[src/rtl/sm_alu_pkg.sv]
// Shared types for the sign-magnitude ALU: opcodes, FSM states and sign-bit position.
package sm_alu_pkg;

  typedef enum logic [2:0] {
    OP_ADD    = 3'b000,
    OP_SUB    = 3'b001,
    OP_PASS_A = 3'b010,
    OP_PASS_B = 3'b011,
    OP_MUL    = 3'b100
  } op_t;

  typedef enum logic [1:0] {
    ST_IDLE = 2'd0,
    ST_MUL  = 2'd1,
    ST_DONE = 2'd2
  } state_t;

  // Sign sits directly above the magnitude.
  function automatic int sign_idx(input int mag_w);
    return mag_w;
  endfunction

endpackage

[src/rtl/sm_mag_addsub.sv]
// Combinational sign-magnitude add: same signs add, different signs subtract smaller from larger.
// Zero latency; carry flags magnitude overflow; no flow control.
module sm_mag_addsub #(
  parameter int MAG_W = 8
) (
  input  logic             sign_a,
  input  logic [MAG_W-1:0] mag_a,
  input  logic             sign_b,
  input  logic [MAG_W-1:0] mag_b,
  output logic             sign,
  output logic [MAG_W-1:0] mag,
  output logic             carry
);

  logic [MAG_W:0] sum;

  always_comb begin
    sum  = '0;
    sign = 1'b0;
    if (sign_a == sign_b) begin
      sum  = {1'b0, mag_a} + {1'b0, mag_b};
      sign = sign_a;
    end else if (mag_a >= mag_b) begin
      sum  = {1'b0, mag_a - mag_b};
      sign = sign_a;
    end else begin
      sum  = {1'b0, mag_b - mag_a};
      sign = sign_b;
    end
  end

  assign mag   = sum[MAG_W-1:0];
  assign carry = sum[MAG_W];

endmodule

[src/rtl/sm_alu_seq.sv]
// Sign-magnitude ALU, valid/ready both sides; 1 cycle for ADD/SUB/PASS, MAG_W+1 for shift-add MUL.
// Result held in DONE until out_ready; in_ready only in IDLE. ALU_SAT_EN saturates on overflow, else wraps.
module sm_alu_seq
  import sm_alu_pkg::*;
#(
  parameter int MAG_W = 8
) (
  input  logic             clk,
  input  logic             rst_n,
  input  logic             in_valid,
  output logic             in_ready,
  input  logic [2:0]       op,
  input  logic [MAG_W:0]   in_a,
  input  logic [MAG_W:0]   in_b,
  output logic             out_valid,
  input  logic             out_ready,
  output logic [MAG_W:0]   out_result,
  output logic             out_ovf,
  output logic             out_err
);

  localparam int SB    = sign_idx(MAG_W);
  localparam int CNT_W = $clog2(MAG_W + 1);

  localparam logic [1:0] S_IDLE = 2'(ST_IDLE);
  localparam logic [1:0] S_MUL  = 2'(ST_MUL);
  localparam logic [1:0] S_DONE = 2'(ST_DONE);

  logic [1:0]           state;
  op_t                  op_e;
  logic [MAG_W-1:0]     mag_a, mag_b;
  logic                 sgn_a, sgn_b, sgn_b_eff;
  logic                 as_sign, as_carry;
  logic [MAG_W-1:0]     as_mag;
  logic [MAG_W-1:0]     add_mag;
  logic [MAG_W:0]       single_res;
  logic                 single_ovf, single_err;
  logic [2*MAG_W-1:0]   mcand, acc, acc_next;
  logic [MAG_W-1:0]     mplier;
  logic [CNT_W-1:0]     cnt;
  logic                 mul_sign, mul_ovf;
  logic [MAG_W-1:0]     mul_mag;
  logic [MAG_W:0]       mul_res;

  assign op_e     = op_t'(op);
  assign in_ready = (state == S_IDLE);

  // -0 operands are folded to +0 before any sign decision.
  assign mag_a     = in_a[MAG_W-1:0];
  assign mag_b     = in_b[MAG_W-1:0];
  assign sgn_a     = in_a[SB] & (mag_a != '0);
  assign sgn_b     = in_b[SB] & (mag_b != '0);
  assign sgn_b_eff = (op_e == OP_SUB) ? ~sgn_b : sgn_b;

  sm_mag_addsub #(.MAG_W(MAG_W)) u_addsub (
    .sign_a (sgn_a),
    .mag_a  (mag_a),
    .sign_b (sgn_b_eff),
    .mag_b  (mag_b),
    .sign   (as_sign),
    .mag    (as_mag),
    .carry  (as_carry)
  );

  always_comb begin
    add_mag = as_mag;
`ifdef ALU_SAT_EN
    if (as_carry) add_mag = '1;
`endif
    single_res = '0;
    single_ovf = 1'b0;
    single_err = 1'b0;
    case (op_e)
      OP_ADD, OP_SUB: begin
        single_res = {as_sign & (add_mag != '0), add_mag};
        single_ovf = as_carry;
      end
      OP_PASS_A: single_res = {sgn_a, mag_a};
      OP_PASS_B: single_res = {sgn_b, mag_b};
      default:   single_err = 1'b1;
    endcase
  end

  assign acc_next = acc + (mplier[0] ? mcand : '0);
  assign mul_ovf  = (acc_next[2*MAG_W-1:MAG_W] != '0);

  always_comb begin
    mul_mag = acc_next[MAG_W-1:0];
`ifdef ALU_SAT_EN
    if (mul_ovf) mul_mag = '1;
`endif
    mul_res = {mul_sign & (mul_mag != '0), mul_mag};
  end

  always_ff @(posedge clk) begin
    if (!rst_n) begin
      state      <= S_IDLE;
      out_valid  <= 1'b0;
      out_result <= '0;
      out_ovf    <= 1'b0;
      out_err    <= 1'b0;
      cnt        <= '0;
      acc        <= '0;
      mcand      <= '0;
      mplier     <= '0;
      mul_sign   <= 1'b0;
    end else begin
      case (state)
        S_IDLE: begin
          if (in_valid) begin
            if (op_e == OP_MUL) begin
              mcand    <= {{MAG_W{1'b0}}, mag_a};
              mplier   <= mag_b;
              acc      <= '0;
              cnt      <= '0;
              mul_sign <= sgn_a ^ sgn_b;
              state    <= S_MUL;
            end else begin
              out_result <= single_res;
              out_ovf    <= single_ovf;
              out_err    <= single_err;
              out_valid  <= 1'b1;
              state      <= S_DONE;
            end
          end
        end
        S_MUL: begin
          acc    <= acc_next;
          mcand  <= mcand << 1;
          mplier <= mplier >> 1;
          cnt    <= cnt + 1'b1;
          if (cnt == CNT_W'(MAG_W - 1)) begin
            out_result <= mul_res;
            out_ovf    <= mul_ovf;
            out_err    <= 1'b0;
            out_valid  <= 1'b1;
            state      <= S_DONE;
          end
        end
        S_DONE: begin
          if (out_ready) begin
            out_valid <= 1'b0;
            state     <= S_IDLE;
          end
        end
        default: state <= S_IDLE;
      endcase
    end
  end

endmodule
[config.mk]
export PLATFORM = sky130hd
export DESIGN_NAME = sm_alu_seq
export DESIGN_NICKNAME = d
export VERILOG_FILES = /design/src/rtl/sm_alu_pkg.sv /design/src/rtl/sm_mag_addsub.sv /design/src/rtl/sm_alu_seq.sv
export SDC_FILE = /design/constraint.sdc
export NUM_CORES = 1
export LEC_CHECK = 0
export ABC_AREA = 0
export BUFFER_PORTS_ARGS = -buffer_cell sky130_fd_sc_hd__buf_2
export CELL_PAD_IN_SITES_DETAIL_PLACEMENT = 1
export CELL_PAD_IN_SITES_GLOBAL_PLACEMENT = 2
export CORE_MARGIN = 4
export CORE_UTILIZATION = 39
export CTS_CLUSTER_DIAMETER = 200
export DETAILED_ROUTE_END_ITERATION = 8
export PLACE_DENSITY = 0.95
export RECOVER_POWER = 100
export SYNTH_ARGS = -nofsm -noshare
export SYNTH_HDL_FRONTEND = slang
export SYNTH_SLANG_ARGS = --single-unit
[constraint.sdc]
create_clock -name clk -period 5.8 [get_ports clk]
set_clock_uncertainty 0.15 [all_clocks]
set_input_delay 0.29 -clock clk [delete_from_list [all_inputs] [get_ports clk]]
set_output_delay 0.29 -clock clk [all_outputs]
set_load 0.02 [all_outputs]
==> results of run 1 <==
==> per-layer routing <==
layer / GRT usage / routed length, um / vias up
li1: - / - / 2082
met1: 0.306 / 6750 / 2138
met2: 0.362 / 6760 / 101
met3: 0.0475 / 706 / 18
met4: 0.0681 / 311 / 0
met5: 0 / 0 / -
==> final cells by class <==
class / instances / share of cell area
Tap cell: 143 / 0.0356
Clock inverter: 4 / 0.0144
Multi-Input combinational cell: 444 / 0.607
Sequential cell: 59 / 0.235
Clock buffer: 12 / 0.0510
Inverter: 29 / 0.0216
Timing Repair Buffer: 40 / 0.0361
==> cells in the final DEF, fill, tap and decap left out, types with 11 or more instances in the layout <==
cell	count
a211oi_1	17
a21oi_1	29
ha_1	39
o21ai_0	16
o21ai_1	11
nand2_1	41
nor2_1	73
inv_1	29
clkbuf_1	18
xnor2_1	18
dfxtp_1	59
nor3_1	18
a22oi_1	22
a31oi_1	11
buf_2	22
o211ai_1	13
and2_1	19
==> cell families after synthesis <==
group	count (synthesis)
DFF	59
adders and majority gates	43
muxes	6
xor gates and xnor gates	26
buffers and inverters	60
and+or+nand+nor	196
AOI/OAI and AO/OA	173
==> power by group <==
part | switching, uW | total, uW | internal (uW)
Combinational | 167 | 256 | 88.6
Clock | 189 | 587 | 399
Sequential | 10.5 | 430 | 420
==> stage by stage <==
stage	std cells	utilization	hold WS [ns]	total power, uW
3_5_place_dp	715	0.420	0.303	700
3_3_place_gp	715	0.420	0.298	695
2_1_floorplan	563	-	0.258	619
4_1_cts	731	0.449	0.0576	1290
6_report	731	0.443	0.0731	1270
5_1_grt	731	0.443	0.0768	1330
==> state kept, by name, summed over array words and instances, names as in the netlist, 2 cells and up <==
register,flops
mplier,8
out_result,9
cnt,4
state,2
mcand,16
acc,16
==> worst paths after layout <==
check | end | slack, ns | depth (start not counted)
max | out_result[1] | 1.61 | 13
min | out_valid | 0.07 | 2
min reg2reg | out_err | 0.31 | 2
max reg2reg | state[0] | 2.21 | 5
==> critical path: stages <==
cell and delay (ns):
clkbuf_1 0.13, inv_1 0.09, ha_1 0.17, inv_1 0.06, fa_1 0.38, a21o_1 0.18, a2111oi_0 1.13, o21ai_0 0.58
nand2_1 0.31, mux2i_1 0.25, mux2i_1 0.17, o211ai_1 0.29, a31oi_1 0.13
==> impl_metrics.toml, run 1 <==
[final_layout]
nets = 651
seq_area_um2 = 1180
multi_input_area_um2 = 3050
design_area_um2 = 5030
drive_gt1_frac = 0.0884
fillers = 1403
area_growth_pct = 11.6
diodes = 0

[clock_network]
clkTransAtPathRegs_ns = 0.06
ctsHoldBuffers = 0
cts-buffers-inserted = 9
cts_tree = "yes"
post_cts_resized = 0
clockRootBuffer = "clkbuf_16"
cts_setup_buffers = 0
htree_levels = 3
clk_latency_ns = 0.33
numClockSinks = 59
clockBufferDepth = 2

[worst_hold_path]
hp-start = "out_ready"
hp-class = "input pin to register"

[sta]
worstMarginPinSlew_ns = 1.82
timing.final.ws_setup_ns = 1.61
tns_ns = 0
drv_slew = 41
post-route-period-util = 0.722
final-hold-violation-count = 0
fmax_mhz = 239
fin_crit_ns = 4.19
max_slew_margin = -0.213
rsz0062_at_grt = "false"
finalSetupViolations = 0

[yosys]
synth-simple-area-share = 0.212
synth_edf_count = 0
synth_area_leaders = "dfxtp_1 26%, ha_1 11%, nor2_1 6.0%"
synth_compound_area_frac = 0.277
async_flop_share = 0
ys_types = 70
ys_ff_latch = 59
synthTopCellsByCount = "72 x nor2_1, 59 x dfxtp_1, 41 x nand2_1"
synthFlopType = "dfxtp_1"
synth_top_area_share = 0.262
synthXorXnorAreaFrac = 0.0569
ys_seq_area_frac = 0.262
synthesis.area_um2 = 4510
synthMostInstantiatedCell = "nor2_1"
muxShareOfSynthArea = 0.0136
synthesis.nets = 631
synth_top_family_by_area = "compound AO/OA/AOI/OAI gates"
synth_top_area_cell = "dfxtp_1"
synth_fa_ha_area_frac = 0.126
ys_warn_count = 0
synth.avg_cell_area_um2 = 8.01
synth_cells = 563

[global_route]
grt-ovfl-total = 0
grt_pass1_wl_um = 23700
grt_pass1_vias = 4514
grt_max_degree = 50
grt.total_usage = 0.226
grt_antenna_before_repair = 0

[power_and_ir_drop]
power_density_nw_per_um2 = 253
leakage_uw = 0.00209
vdd_drop_max_uv = 141

[placed_design]
place_ws_ns = 2.35
placed_area_um2 = 4770
gp_congestion = 0.958
post-dp-hpwl_um = 11200
portBuffers = 37

[critical_path]
critical_path_class = "input pin to register"
critPathRequiredTime_ns = 5.79
endpoint_kind = "register"
arrival_ns = 4.18
crit_start = "in_a[0]"
startpoint_type = "input pin"
path_max_fanout = 6
r2r_start = "state[0]"

[routing]
drt_first_pass_iters = 6
vias_per_cell = 5.94
ant_nets = 0
wl_per_cell_um = 19.9
drt_iter0_drc = 203
route.detailed.drc = 0
vias = 4339
drt-total-wl_um = 14500

[outcome]
violations = "capacitance limit, slew limit"
status = "finished with violations"

[floorplan]
die_width_um = 116
io_pins = 38
coreArea_um2 = 11400
num_rows = 39
die_y_um = 116
die-area_um2 = 13400
start_util = 0.397

[job]
maxCapViolCount = 1
No activity file was read; power rests on OpenSTA's default activity.
==> run 2, diff against run 1 <==
--- a/config.mk
+++ b/config.mk
@@ -10,10 +10,10 @@
 export CELL_PAD_IN_SITES_DETAIL_PLACEMENT = 1
 export CELL_PAD_IN_SITES_GLOBAL_PLACEMENT = 2
 export CORE_MARGIN = 4
-export CORE_UTILIZATION = 39
+export CORE_UTILIZATION = 33
 export CTS_CLUSTER_DIAMETER = 200
 export DETAILED_ROUTE_END_ITERATION = 8
-export PLACE_DENSITY = 0.95
+export PLACE_DENSITY = 0.86
 export RECOVER_POWER = 100
 export SYNTH_ARGS = -nofsm -noshare
 export SYNTH_HDL_FRONTEND = slang
==> constraint.sdc (replaced) <==
create_clock -name clk -period 3.4 [get_ports clk]
set_clock_uncertainty 0.15 [all_clocks]
set_input_delay 0.17 -clock clk [delete_from_list [all_inputs] [get_ports clk]]
set_output_delay 0.17 -clock clk [all_outputs]
set_load 0.02 [all_outputs]
==> impl_metrics.toml, run 2 (synthesis gave the netlist of run 1 again) <==
[final_layout]
drive_gt1_frac = 0.122
area_growth_pct = 16.0
nets = 662
top_regs = "acc (16), mcand (16), out_result (9)"
final_cell_mix = "71 x nor2_1, 59 x dfxtp_1, 41 x nand2_1, 39 x ha_1, 29 x a21oi_1"
diodes = 0
layout_commonest_cell = "nor2_1"

[power_and_ir_drop]
internal_power_uw = 1610
p_sw_frac = 0.280
comb_power_share = 0.202
power_density_nw_per_um2 = 429
pwr-share-clk = 0.471
vdd_drop_max_uv = 236
leakage_uw = 0.00215
power_switching_uw = 629
seqPwrFrac = 0.327

[global_route]
grt_max_degree = 42
grt_antenna_before_repair = 0
grt-ovfl-total = 0
grt_pass1_vias = 4430
grt_pass1_wl_um = 23900
grt.total_usage = 0.187

[placed_design]
gp_congestion = 0.923
portBuffers = 37
post-dp-hpwl_um = 11400
place_ws_ns = 0.0314

[clock_network]
clockBufferDepth = 2
numClockSinks = 59
cts-buffers-inserted = 9
clk_latency_ns = 0.33
cts_tree = "yes"
cts_setup_buffers = 0
clockRootBuffer = "clkbuf_16"
htree_levels = 3
clkTransAtPathRegs_ns = 0.05

[sta]
fin_crit_ns = 3.27
max_slew_margin = 0.0274
tns_ns = 0
post-route-period-util = 0.960
fmax_mhz = 306
worstMarginPinSlew_ns = 1.46
finalSetupViolations = 0
timing.final.ws_setup_ns = 0.135
rsz0062_at_grt = "false"
final-hold-violation-count = 0
drv_slew = 0

[critical_path]
endpoint_kind = "register"
critical_path_class = "register to register"
path_cells = "and2_1, ha_1, fa_2, xor2_1, or3_1, or4_1, o311ai_4, nand4_1, nor4_1, a31oi_1"
max_stage_delay_ns = 0.54
path_max_fanout = 8
arrival_ns = 3.32
crit_slowest_cell = "or4_1"
critPathRequiredTime_ns = 3.45
startpoint_type = "register"

[job]
maxCapViolCount = 0

[floorplan]
io_pins = 38
die_y_um = 125
start_util = 0.339
coreArea_um2 = 13300
num_rows = 42
die_width_um = 125
die-area_um2 = 15600

[routing]
route.detailed.drc = 0
ant_nets = 0
drt_first_pass_iters = 5
drt-total-wl_um = 14800
vias_per_cell = 5.61
vias = 4346
wl_per_cell_um = 19.1
drt_iter0_drc = 159

[worst_hold_path]
hp-class = "input pin to register"

[outcome]
status = "finished clean"
-- run 2: cell count changes in the layout (fill, tap and decap cells not counted), sizes merged --
cell | previous run | this run
buf | 23 | 33
bufinv | 2 | 3
clkinv | 1 | 0
dlygate4sd3 | 0 | 1
-- run 2: timing repair --
item / in CTS / in global routing
endpoints found under the hold margin: 1 / 0
hold buffers: 1 / 0
resized for setup: 0 / 8
endpoints found under the setup margin: 0 / 2
-- run 2: layout make-up --
type	count	area [um^2]
inverters	29	109
fillers	1630	8060
well taps	176	220
clock buffers	12	246
repair buffers	51	265
clock inverters	4	97.6
multi-input cells	444	3110
flip-flops and latches	59	1180
-- run 2: layer usage --
layer	track usage	part of all wire	wire, um
met1	0.251	0.47	6980
met2	0.317	0.49	7200
met3	0.0330	0.034	511
met4	0.0357	0.010	152
met5	0	0	0
-- run 2: worst max-delay path, delay by kind of cell (launching register included) --
kind            cells  cell delay (ns)
compound gates      2             0.39
xor+xnor            1             0.19
fa+ha+maj           2             0.62
flops               1             0.36
simple gates        5             1.41
-- run 2: final timing paths --
| kind | from | cells past startpoint | slack, ns | endpoint |
|---|---|---|---|---|
| max | mplier[0] | 10 | 0.13 | out_result[8] |
| min | in_a[0] | 3 | 0.02 | mcand[0] |
| max reg2reg | mplier[0] | 10 | 0.13 | out_result[8] |
| min reg2reg | out_err | 2 | 0.31 | out_err |
-- run 2: per-stage QoR --
| step | power [uW] | instances | utilization | instance area [um^2] | hold slack (ns) |
|---|---|---|---|---|---|
| 5_1_grt | 2340 | 775 | 0.393 | 5230 | 0.0525 |
| 3_5_place_dp | 1210 | 758 | 0.368 | 4890 | 0.283 |
| 2_1_floorplan | 1060 | 563 | - | 4510 | 0.138 |
| 4_1_cts | 2270 | 775 | 0.394 | 5240 | 0.0173 |
| 3_3_place_gp | 1200 | 758 | 0.368 | 4890 | 0.268 |
| 6_report | 2240 | 775 | 0.393 | 5230 | 0.0177 |
-- run 2: power by group through the flow --
stage	Combinational, uW	Clock, uW	Sequential (uW)
6_report	453	1060	733
5_1_grt	494	1110	736
4_1_cts	463	1070	733
3_5_place_dp	460	0	747
3_3_place_gp	452	0	746
2_1_floorplan	299	0	757
==> run 3, diff against run 2 <==
--- a/config.mk
+++ b/config.mk
@@ -13,8 +13,9 @@
 export CORE_UTILIZATION = 33
 export CTS_CLUSTER_DIAMETER = 200
 export DETAILED_ROUTE_END_ITERATION = 8
+export HOLD_SLACK_MARGIN = 0.05
 export PLACE_DENSITY = 0.86
-export RECOVER_POWER = 100
+export REMOVE_ABC_BUFFERS = 1
 export SYNTH_ARGS = -nofsm -noshare
 export SYNTH_HDL_FRONTEND = slang
 export SYNTH_SLANG_ARGS = --single-unit
==> impl_metrics.toml, run 3 (synthesis gave the netlist of run 1 again) <==
[clock_network]
cts_tree = "yes"
clkTransAtPathRegs_ns = 0.05
cts-buffers-inserted = 9
htree_levels = 3
clk_latency_ns = 0.33
numClockSinks = 59
clockRootBuffer = "clkbuf_16"
clockBufferDepth = 2

[placed_design]
place_ws_ns = 0.189
portBuffers = 37
gp_congestion = 0.836
post-dp-hpwl_um = 11100

[critical_path]
r2r_start = "mplier[0]"
ff2ff_path_depth = 10
endpoint_kind = "register"
cpLargestDelayFamily = "compound AO/OA/AOI/OAI gates"
r2r_slack_ns = 0.21
critical_path_class = "input pin to register"
path_cells = "dlygate4sd3_1, buf_2, inv_1, ha_1, inv_1, fa_1, a21o_1, a2111oi_4, buf_4, o21a_4, nor3_1, o32ai_2, xnor2_1, nor4_2, a31oi_1"
arrival_ns = 3.30
critPathRequiredTime_ns = 3.45
r2r-end = "out_result[8]"
crit_top_cell = "inv_1"
crit_buf_inv = 5
max_stage_delay_ns = 0.53
crit_slowest_cell = "dlygate4sd3_1"
startpoint_type = "input pin"
path_max_fanout = 6

[global_route]
grt_pass1_wl_um = 23700
grt.total_usage = 0.185
met1_usage = 0.225
grt.met3_usage = 0.0313
grt_max_degree = 30
grt_pass1_vias = 4627
grt_busiest_layer = "met2"
grt_antenna_before_repair = 0
grt-ovfl-total = 0
met2_usage = 0.330

[routing]
vias = 4347
drt_first_pass_iters = 4
vias_per_cell = 5.56
wl_per_cell_um = 18.2
ant_nets = 0
drt-total-wl_um = 14200
drt_iter0_drc = 240
route.detailed.drc = 0

[floorplan]
coreArea_um2 = 13300
io_pins = 38
die-area_um2 = 15600
die_y_um = 125
die_width_um = 125
start_util = 0.339
num_rows = 42

[sta]
worstMarginPinSlew_ns = 0.897
drv_slew = 0
max_slew_margin = 0.402
fmax_mhz = 308
post-route-period-util = 0.955
fin_crit_ns = 3.25
final-hold-violation-count = 0
finalSetupViolations = 0
timing.final.ws_setup_ns = 0.154

[power_and_ir_drop]
pwr-share-clk = 0.445
comb_power_share = 0.217
vdd_drop_max_uv = 234
power.total_uw = 2170
p_sw_frac = 0.292
internal_power_uw = 1540
power_density_nw_per_um2 = 408
leakage_uw = 0.00225
seqPwrFrac = 0.338
power_switching_uw = 634

[final_layout]
nets = 669
layout_commonest_cell = "nor2_1"
diodes = 0
top_regs = "acc (16), mcand (16), out_result (9)"
final_core_util = 0.401
final_cell_mix = "71 x nor2_1, 59 x dfxtp_1, 40 x nand2_1, 39 x ha_1, 37 x buf_2"
area_growth_pct = 18.1
drive_gt1_frac = 0.152

[worst_hold_path]
hp-class = "input pin to register"
whs_endpoint = "mplier[3]"
hp-start = "in_b[3]"
min_delay_path_depth = 3

[outcome]
status = "finished clean"

[job]
maxCapViolCount = 0
-- run 3: cell count changes in the layout (fill, tap and decap cells not counted), sizes merged --
cell,change
buf,+17
bufinv,-1
clkbuf,-18
clkinv,+2
dlygate4sd3,+7
-- run 3: through the flow --
stage	TNS (ns)	cell area (um^2)	hold slack (ns)	cells
global route	-0.000997	5330	0.0973	782
CTS	0	5250	0.0710	778
global placement	0	4860	0.258	754
floorplan	0	4380	0.138	532
detailed placement	0	4860	0.268	754
finish	0	5330	0.0810	782
-- run 3: routing by layer --
metal / share of wire / vias to the layer above
met5: 0 / -
met4: 0.022 / 0
met3: 0.028 / 22
met2: 0.51 / 68
met1: 0.44 / 2137
li1: - / 2120
-- run 3: power by group through the flow --
stage	clock network (uW)	registers [uW]	logic [uW]
final	967	734	472
after global placement	0	748	437
after detailed placement	0	749	443
after CTS	987	734	452
after floorplan	0	758	279
after global routing	1020	737	520
-- run 3: timing repair --
action                                  4_1_cts  5_1_grt
hold buffers                                  8        0
setup buffers                                 0        4
gates resized for setup                       0        8
endpoints found under the setup margin        0        9
hold endpoints to repair                     10        0
-- run 3: how the worst max path moves through the flow --
stage | from | end | slack (ns) | depth (start not counted)
floorplan | state[0] | out_ovf | 0.18 | 6
global placement | mplier[0] | out_ovf | 0.22 | 11
detailed placement | mplier[0] | out_result[8] | 0.19 | 10
CTS | in_a[0] | out_result[7] | 0.02 | 14
global route | in_a[0] | out_result[5] | -0.0005 | 15
finish | in_a[0] | out_result[8] | 0.15 | 15
-- run 3: tightest hold or removal path: stages --
cell and delay [ns]:
buf_2 0.16, a222oi_1 0.10, nor2_1 0.09
-- run 3: area by class of cell --
type	count	area, um^2
Multi-Input combinational cell	444	3140
Tap cell	176	220
Fill cell	1615	7970
Clock inverter	5	77.6
Timing Repair Buffer	58	363
Sequential cell	59	1180
Clock buffer	11	233
Inverter	29	109
